==> src/rtl/deserializer.sv <==
// Serial-to-parallel receiver: collects an MSB-first bit stream qualified by a
// valid strobe and emits a left-aligned word plus its bit count.
module deserializer #(
    parameter int DATA_BUS_WIDTH = 16,
    parameter int DATA_MOD_WIDTH = 4
) (
    input  logic                      clk_i,
    input  logic                      srst_i,
    input  logic                      ser_data_i,
    input  logic                      ser_data_val_i,
    output logic [DATA_BUS_WIDTH-1:0] deser_data_o,
    output logic [DATA_MOD_WIDTH-1:0] deser_data_mod_o,
    output logic                      deser_data_val_o,
    output logic                      busy_o,
    output logic                      frame_err_o
);

    localparam int CNT_W = DATA_MOD_WIDTH + 1;

    typedef enum logic {
        IDLE_S,
        RECV_S
    } state_t;

    state_t                    state_q;
    logic [CNT_W-1:0]          cnt_q;
    logic [CNT_W-1:0]          cnt_d;
    logic [DATA_BUS_WIDTH-1:0] buf_q;
    logic [DATA_BUS_WIDTH-1:0] buf_d;
    logic [DATA_BUS_WIDTH-1:0] data_q;
    logic [DATA_MOD_WIDTH-1:0] mod_q;
    logic                      val_q;
    logic                      busy_q;
    logic                      err_q;

    assign cnt_d = cnt_q + CNT_W'(1);

    // Buffer with the incoming bit dropped into slot W-1-count; the counter is
    // zero in IDLE_S, so the first bit lands in the MSB without special casing.
    generate
        for (genvar gi = 0; gi < DATA_BUS_WIDTH; gi++) begin : g_insert
            assign buf_d[gi] = (cnt_q == CNT_W'(DATA_BUS_WIDTH - 1 - gi)) ?
                               ser_data_i : buf_q[gi];
        end
    endgenerate

    always_ff @(posedge clk_i) begin
        if (!srst_i) begin
            state_q <= IDLE_S;
            cnt_q   <= '0;
            buf_q   <= '0;
            data_q  <= '0;
            mod_q   <= '0;
            val_q   <= 1'b0;
            busy_q  <= 1'b0;
            err_q   <= 1'b0;
        end else begin
            val_q <= 1'b0;
            err_q <= 1'b0;
            case (state_q)
                IDLE_S: begin
                    if (ser_data_val_i) begin
                        buf_q   <= buf_d;
                        cnt_q   <= cnt_d;
                        state_q <= RECV_S;
                        busy_q  <= 1'b1;
                    end
                end
                RECV_S: begin
                    if (ser_data_val_i) begin
                        if (cnt_d == CNT_W'(DATA_BUS_WIDTH)) begin
                            data_q  <= buf_d;
                            mod_q   <= '0;
                            val_q   <= 1'b1;
                            cnt_q   <= '0;
                            buf_q   <= '0;
                            state_q <= IDLE_S;
                            busy_q  <= 1'b0;
                        end else begin
                            buf_q <= buf_d;
                            cnt_q <= cnt_d;
                        end
                    end else begin
                        // 1- and 2-bit frames are never sent by the transmitter: flag them.
                        if (cnt_q >= CNT_W'(3)) begin
                            data_q <= buf_q;
                            mod_q  <= cnt_q[DATA_MOD_WIDTH-1:0];
                            val_q  <= 1'b1;
                        end else begin
                            err_q <= 1'b1;
                        end
                        cnt_q   <= '0;
                        buf_q   <= '0;
                        state_q <= IDLE_S;
                        busy_q  <= 1'b0;
                    end
                end
                default: begin
                    cnt_q   <= '0;
                    buf_q   <= '0;
                    state_q <= IDLE_S;
                    busy_q  <= 1'b0;
                end
            endcase
        end
    end

    assign deser_data_o     = data_q;
    assign deser_data_mod_o = mod_q;
    assign deser_data_val_o = val_q;
    assign busy_o           = busy_q;
    assign frame_err_o      = err_q;

endmodule

==> config.mk <==
export PLATFORM = sky130hd
export DESIGN_NAME = deserializer
export DESIGN_NICKNAME = d
export VERILOG_FILES = /design/src/rtl/deserializer.sv
export SDC_FILE = /design/constraint.sdc
export NUM_CORES = 1
export LEC_CHECK = 0
export ABC_CLOCK_PERIOD_IN_PS = 6800
export CAP_MARGIN = 20
export CORE_MARGIN = 2
export CORE_UTILIZATION = 50
export DETAILED_ROUTE_END_ITERATION = 10
export PLACE_DENSITY = 0.73
export SYNTH_ARGS = -nofsm -noshare
export SYNTH_HDL_FRONTEND = slang
export SYNTH_SLANG_ARGS = --single-unit
==> constraint.sdc <==
create_clock -name clk_i -period 6.8 [get_ports clk_i]
set_clock_uncertainty 0.05 [all_clocks]
set_input_delay 1.36 -clock clk_i [delete_from_list [all_inputs] [get_ports clk_i]]
set_output_delay 1.36 -clock clk_i [all_outputs]
set_load 0.005 [all_outputs]
Word-level counts from Yosys, hierarchy flattened
Cells that the tools add are included.
{ "classes": {"n_addsub": 1, "order_cmp": 1, "eq_ne": 19, "muxes": 42, "bitwise": 2, "n_reduce_logical": 6} }
{ "ops": {"columns": ["op", "n"], "rows": [
  ["two-way mux 16 bit", 6],
  ["equality test 5 x 4 -> 1 bit (second input constant)", 8],
  ["case mux 16 bit (2 select lines)", 1],
  ["two-way mux 1 bit", 26],
  ["equality test 5 x 3 -> 1 bit (second input constant)", 4],
  ["two-way mux 5 bit", 3],
  ["two-way mux 4 bit", 3],
  ["equality test 5 x 2 -> 1 bit (second input constant)", 2],
  ["case mux 5 bit (2 select lines)", 1],
  ["adder 5 x 1 -> 5 bit (second input constant)", 1],
  ["equality test 5 x 1 -> 1 bit (second input constant)", 1],
  ["equality test 5 bit (second input constant)", 1],
  ["greater-or-equal comparator 5 x 2 -> 1 bit (second input constant)", 1],
  ["zero test 5 bit", 1],
  ["case mux 1 bit (2 select lines)", 2],
  ["AND reduction 2 bit", 2],
  ["inequality test 3 x 2 -> 1 bit (second input constant)", 1],
  ["AND reduction 3 bit", 1],
  ["OR reduction 3 bit", 1],
  ["inequality test 2 x 1 -> 1 bit (second input constant)", 1],
  ["inequality test 2 bit (second input constant)", 1],
  ["inverter 1 bit", 2],
  ["nonzero test 2 bit", 1]
]} }
{ "totals": {"reg_bits": 45, "input_bits": 4, "output_inout_bits": 23, "elab_cells": 79} }

Depth between registers and ports, before layout
Gate-level depths: netlist (run 1).
{ "logic_depth": {"ltp_word": 5, "mapped_depth": 10, "depth_no_buf": 7} }

Worst setup path before layout (run 1)
Ideal clock, no wire load.
{ "synth_path": {"path_kind": "input -> register", "startpoint": "input ser_data_val_i", "endpoint": "register data_q[14] (netlist: deser_data_o[14])", "setup_ps": 132, "arrival_ps": 2212, "required_time_ps": 6618, "setup_slack_ps": 4406, "cell_stages": 5, "path_buffers": 1, "path_cell_list": "nand2b_1 a31o_2 buf_2 a221oi_1 nor3_1"} }
{ "synth_between": {"elab_chain_len": 2, "word_cells_on_any_way": 4, "classes_between": "eq/ne (1); mux (1); reduce/logical (2)"} }
{ "synth_lines": {"columns": ["item", "line_no", "text"], "rows": [
  ["start: declaration", "10", "input logic ser_data_val_i,"],
  ["inequality test 2 x 1 -> 1 bit (no line) / nonzero test 2 bit (equally long branches)", null, null],
  ["AND reduction 3 bit (no line)", null, null],
  ["end signal: assignment", "72", "data_q <= buf_d;"],
  ["end signal: assignment", "86", "data_q <= buf_q;"],
  ["end: declaration", "30", "logic [DATA_BUS_WIDTH-1:0] data_q;"]
]} }
Parallel ways exist; a longest one is shown, timed or not.
A chain may end at the register's enable or synchronous reset.

Worst setup path after layout (run 1)
{ "layout_path": {"startpoint": "input ser_data_val_i", "endpoint": "register data_q[10] (netlist: deser_data_o[10])"} }
Same word-level chain as after synthesis.

==> summary.txt, run 1 <==
Timing
  • Max-slew headroom: 52.2%
  • WHS: 0.416 ns
  • Final hold vios: 0
  • Setup violators final: 0
  • Final setup margin: 3.21 ns
  • Post-route minimum period: 3.59 ns
  • RSZ-0062 raised after global routing: no
  • FMAX: 0.279 GHz
  • Setup TNS: 0 ns
  • Worst-margin pin slew: 0.715 ns
  • Final period util: 52.8%
  • Slew Viols, Final: 0

Critical path
  • Worst endpoint required time: 6.91 ns
  • Crit path DAT: 3.70 ns
  • Critical-path cell list: clkdlybuf4s50_1, nand2b_1, nand4b_1, nand2_1, a311oi_1
  • Crit path largest cell delay: 0.93 ns
  • CP startpoint kind: input port
  • CP Capture Type: register
  • CP max FO: 21
  • Setup CP Type: input port to register
  • Slowest cell on the critical path: clkdlybuf4s50_1

Place
  • Port Buf Inserts: 26
  • Placed cell count: 351
  • Setup WS pre-CTS: 2.91 ns
  • GP Congestion: 0.886
  • DP HPWL: 3.90 mm

CTS
  • Clock buffer depth: 2
  • Clock sink total: 45
  • CTS Hold Bufs: 0
  • Root Driver: clkbuf_8
  • Clock transition at path regs: 0.08 ns
  • CTS tree: yes
  • Clock Latency Late Sink: 0.30 ns
  • CTS H-Tree Depth: 2
  • Post-CTS setup buffer count: 0
  • PostCTS Resize Cnt: 0
  • CTS buffer count: 5

Layout
  • Area grow syn2layout: 12.6%
  • Ant. Diodes: 0
  • Finished Layout Cells: 360
  • # fillers: 445
  • Layout cell share with drive strength beyond 1: 6.54%
  • Core Util, Final: 57.5%
  • Nets: 314

Logic synthesis
  • Synth Area in XOR/XNOR: 0.368%
  • Prevailing post-synth register cell: dfxtp_1
  • Syn Nets: 306
  • Post-Synthesis Cells: 297
  • Sequential-to-total area share from yosys stat: 37.9%
  • Post-synth EDFFs: 0
  • Complex-gate fraction of the synthesized area: 20.7%
  • Main combinational cell family by area after synthesis: simple AND/OR/NAND/NOR gates
  • Yosys warns: 0
  • Area share of and/or/nand/nor cells after synthesis: 30.5%
  • Synth Cell Area: 0.00238 mm^2
  • Mux cell area share after synthesis: 0.421%
  • Synth Area in Adders: 2.63%
  • Mean Syn Cell Area: 8.01 um^2
  • FF+latch count, synth: 45
  • Ys async rst share: 0%
  • Yosys cell types: 48

Power
  • VDD IR max: 0.000103 V
  • Pwr Density: 177 mW/mm^2
  • Sw Pwr: 0.000122 W
  • Power share of the sequential group: 57.2%
  • Leak pwr: 0.889 nW
  • Sw frac: 25.8%
  • Clock power share: 34.2%
  • Int Pwr: 0.000351 W
  • Combinational share of power: 8.6%

Outcome
  • Status: complete, no violations

Floorplan
  • Std-Cell Rows: 25
  • Die Height: 73.0 um
  • Starting Density: 51.0%
  • # IOs: 27
  • CORE AREA: 0.00466 mm^2
  • Die footprint: 0.00532 mm^2
  • Die Wd: 73.0 um

Detailed routing
  • First-pass DRT Iterations: 7
  • Routed vias: 2240
  • Starting DRT DRC Count: 244
  • WL/cell: 16.4 um
  • Post-DRT Antenna Nets: 0
  • Final Routed Wirelength: 5.90 mm
  • DR DRC count: 0
  • Vias per inst: 6.22

Global route
  • Largest net degree at the start of global routing: 23
  • First-pass GRT wire length: 9.66 mm
  • Vias in the first global route: 1959
  • Antenna violations before repair: 0
  • GRT overflow: 0
  • Gr usage total: 23.6%

Hold path
  • HP Class: register to register

Flow run
  • Number of max-cap violations: 0
[synthesized netlist by cell type, drive strengths merged (2+ instances only)]
library cell  count  area share [%]
o211ai            2            0.63
a31oi             6             2.2
o22ai             6             1.6
a221oi            2            0.74
a311oi            8             2.9
o21ai             4            0.84
ha                5             2.6
buf              17             4.3
clkbuf           11             1.7
nor2b             5             1.3
and4b             2            0.84
a22oi             4             1.3
inv              10             1.6
a21boi            3            0.95
and2              3            0.79
nand4             7             1.8
a21oi            29             6.1
a222oi            2            0.84
and3              9             2.4
dfxtp            45              38
nor3             18             4.2
nand2b            3            0.79
a31o              2            0.74
nand2            41             6.5
nor2              8             1.3
nand3            27             5.9
nand3b            6             2.1
[state kept, by name, indices dropped and copies added, names as in the netlist]
name	cells
frame_err_o	1
deser_data_o	16
cnt_q	5
buf_q	16
state_q	1
deser_data_mod_o	4
busy_o	1
deser_data_val_o	1
[metrics by stage]
step	cell area, um^2	total power [W]
detailed placement	2580	0.000317
CTS	2670	0.000476
global placement	2580	0.000316
global route	2680	0.000492
finish	2680	0.000473
floorplan	2380	0.000304
[cells by family (layout without fill, tap and decap cells)]
family | after synthesis | count (layout)
adders and majority gates | 5 | 5
muxes | 1 | 1
buffers and inverters | 38 | 47
and+or+nand+nor | 135 | 135
AOI/OAI and AO/OA | 72 | 72
DFF | 45 | 45
xor gates and xnor gates | 1 | 1
[area by class of cell]
type | count | area (um^2) | area share, %
Clock buffer | 6 | 72.6 | 2.71
Clock inverter | 2 | 10.0 | 0.374
Tap cell | 54 | 67.6 | 2.52
Inverter | 10 | 37.5 | 1.40
Multi-Input combinational cell | 214 | 1300 | 48.7
Sequential cell | 45 | 901 | 33.6
Timing Repair Buffer | 29 | 287 | 10.7
[worst paths after layout]
path | depth (start not counted) | slack (ns) | startpoint | to
worst max-delay path | 5 | 3.21 | ser_data_val_i | deser_data_o[10]
worst min-delay path | 2 | 0.42 | deser_data_o[12] | deser_data_o[12]
worst max register to register | 7 | 3.71 | cnt_q[0] | deser_data_o[10]
worst min register to register | 2 | 0.42 | deser_data_o[12] | deser_data_o[12]
[power groups by stage]
stage / logic, W / registers, W / clock network, W
floorplan: 0.0000289 / 0.000275 / 0
global placement: 0.0000395 / 0.000277 / 0
detailed placement: 0.0000399 / 0.000277 / 0
CTS: 0.0000400 / 0.000271 / 0.000165
global route: 0.0000449 / 0.000271 / 0.000175
finish: 0.0000406 / 0.000271 / 0.000162
[placed cells by master, fill, tap and decap left out, types with 3 or more instances in the layout]
| cell type | instances |
|---|---|
| a21boi_0 | 3 |
| a21oi_1 | 29 |
| a22oi_1 | 4 |
| a311oi_1 | 8 |
| a31oi_1 | 4 |
| and2_1 | 3 |
| and3_1 | 9 |
| clkbuf_8 | 5 |
| clkdlybuf4s50_1 | 26 |
| dfxtp_1 | 45 |
| ha_1 | 5 |
| inv_1 | 10 |
| nand2_1 | 41 |
| nand2b_1 | 3 |
| nand3_1 | 26 |
| nand3b_1 | 5 |
| nand4_1 | 7 |
| nor2_1 | 8 |
| nor2b_1 | 5 |
| nor3_1 | 16 |
| o21ai_0 | 3 |
| o22ai_1 | 6 |
[per-layer routing]
layer | routed length (um) | vias to the layer above | GRT usage, %
li1 | - | 1092 | -
met1 | 2710 | 1048 | 32.6
met2 | 2790 | 93 | 37.7
met3 | 324 | 7 | 4.42
met4 | 80 | 0 | 6.79
met5 | 0 | - | 0
[critical path, delay by kind of cell]
kind / cells / cell delay (ns)
simple gates: 3 / 1.26
compound gates: 1 / 0.15
buf+inv: 1 / 0.93
No activity file was read; power rests on OpenSTA's default activity.
==> inputs of run 2 (changes only) <==
- ABC_CLOCK_PERIOD_IN_PS: 6800 -> 2900
- PLACE_DENSITY: 0.73 -> 0.76
- clock period: 6.8 -> 2.9 ns (I/O delays scaled with it)
==> summary.txt, run 2 (synthesis results as in run 1) <==
Global route
  • GRT overflow: 0 (unchanged)
  • Antenna violations before repair: 0 (unchanged)
  • First-pass GRT wire length: 9.94 mm (+2.9%)
  • Largest net degree at the start of global routing: 20 (-13%)
  • Gr usage total: 23.9% (+0.24 points)
  • Vias in the first global route: 2060 (+5.2%)

Detailed routing
  • Final Routed Wirelength: 5.99 mm (+1.6%)
  • WL/cell: 16.2 um (-1.5%)
  • Starting DRT DRC Count: 209 (-14%)
  • Vias per inst: 6.16 (-0.93%)
  • First-pass DRT Iterations: 5 (-2)
  • Post-DRT Antenna Nets: 0 (unchanged)
  • DR DRC count: 0 (unchanged)
  • Routed vias: 2287 (+2.1%)

Critical path
  • CP startpoint kind: register
  • CP max FO: 13 (-38%)
  • CP Capture Type: register
  • Internal reg-to-reg setup slack: 0.50 ns (-3.21 ns)
  • CP Launch Point: cnt_q[0]
  • Crit path DAT: 2.54 ns (-1.16 ns)
  • Reg-to-Reg Start: cnt_q[0]
  • Worst endpoint required time: 3.03 ns (-3.88 ns)
  • Setup CP Type: register to register

Layout
  • Commonest non-fill, non-tap cell in the layout: dfxtp_1
  • Nets: 325 (+3.5%)
  • Layout cell share with drive strength beyond 1: 9.15% (+2.6 points)
  • Area grow syn2layout: 15.8%
  • # fillers: 440 (-1.1%)
  • Commonest non-fill, non-tap cells in the layout: dfxtp_1, nand2_1, a21oi_1
  • Ant. Diodes: 0 (unchanged)

Floorplan
  • CORE AREA: 0.00466 mm^2 (unchanged)
  • Die Height: 73.0 um (unchanged)
  • Std-Cell Rows: 25 (unchanged)
  • Starting Density: 51.0% (unchanged)
  • Die footprint: 0.00532 mm^2 (unchanged)
  • # IOs: 27 (unchanged)
  • Die Wd: 73.0 um (unchanged)

Timing
  • Final setup margin: 0.496 ns (-2.71 ns)
  • Post-route minimum period: 2.40 ns
  • Final period util: 82.9%
  • Setup violators final: 0 (unchanged)
  • Max-slew headroom: 55.9% (+3.7 points)
  • Worst-margin pin slew: 0.661 ns (-0.0544 ns)
  • Setup TNS: 0 ns (unchanged)
  • RSZ-0062 raised after global routing: no
  • Final hold vios: 0 (unchanged)
  • Slew Viols, Final: 0 (unchanged)
  • FMAX: 0.416 GHz

Place
  • Port Buf Inserts: 26 (unchanged)
  • Setup WS pre-CTS: 0.344 ns (-2.57 ns)
  • GP Congestion: 0.944 (+6.6%)
  • DP HPWL: 4.09 mm (+4.8%)

Power
  • Pwr Density: 403 mW/mm^2 (+130%)
  • Clock power share: 33.8% (-0.4 points)
  • Sw frac: 25.1% (-0.68 points)
  • Int Pwr: 0.000832 W (+140%)
  • VDD IR max: 0.000253 V (+150%)
  • Leak pwr: 0.938 nW (+5.5%)
  • Sw Pwr: 0.000279 W (+130%)
  • Combinational share of power: 9.2% (+0.6 points)
  • Power share of the sequential group: 57.1% (about the same)

CTS
  • Clock buffer depth: 2 (unchanged)
  • Clock transition at path regs: 0.08 ns (about the same)
  • Root Driver: clkbuf_8
  • Post-CTS setup buffer count: 0 (unchanged)
  • Clock Latency Late Sink: 0.30 ns (about the same)
  • CTS tree: yes
  • PostCTS Resize Cnt: 0 (unchanged)
  • Clock sink total: 45 (unchanged)
  • CTS Hold Bufs: 0 (unchanged)
  • CTS H-Tree Depth: 2 (unchanged)
  • CTS buffer count: 5 (unchanged)

Hold path
  • HP Class: register to register
  • Hold wc startpoint: deser_data_o[12]

Outcome
  • Status: complete, no violations

Flow run
  • Number of max-cap violations: 0 (unchanged)
[run 2: cell count changes in the layout (fill, tap and decap cells not counted)]
cell / delta
buf_4: +12
buf_6: -1
clkbuf_1: +2
clkinv_2: -2
[run 2: metrics by stage]
stage	util [%]	std cells	power (W)	hold slack, ns	area [um^2]
2_1_floorplan	-	297	0.000713	0.399	2380
3_3_place_gp	57.4	363	0.000747	0.405	2680
3_5_place_dp	57.4	363	0.000749	0.408	2680
4_1_cts	59.1	371	0.00112	0.423	2760
5_1_grt	59.1	371	0.00115	0.440	2760
6_report	59.1	371	0.00111	0.415	2760
[run 2: metal layers]
layer	track usage [%]	part of all wire, %	vias to the layer above
li1	-	-	1115
met4	9.67	2.1	0
met2	37.3	46	86
met3	4.56	5.6	13
met1	32.4	46	1073
met5	0	0	-
[run 2: layout make-up]
cell class              count  area [um^2]  area share [%]
repair buffers             40          365            13.3
flip-flops and latches     45          901            32.7
inverters                  10         37.5            1.36
multi-input cells         214         1300            47.3
well taps                  54         67.6            2.45
clock buffers               8         80.1            2.91
[run 2: worst paths after layout]
path | end | depth (start not counted)
max | deser_data_o[4] | 8
max reg2reg | deser_data_o[4] | 8
min | deser_data_o[12] | 2
min reg2reg | deser_data_o[12] | 2
[run 2: worst max-delay path: stages, from the launching register on]
cell,delay [ns]
dfxtp_1,0.56
ha_1,0.24
and3_1,0.16
ha_1,0.24
nand2b_1,0.17
nand4b_1,0.19
buf_4,0.19
a222oi_1,0.41
nor3_1,0.09
[run 2: power groups by stage]
stage	combinational [W]	clock (W)	sequential, W
after CTS	0.000100	0.000382	0.000634
final	0.000102	0.000375	0.000634
after global routing	0.000112	0.000406	0.000635
after detailed placement	0.0000999	0	0.000649
after floorplan	0.0000678	0	0.000645
after global placement	0.0000986	0	0.000649
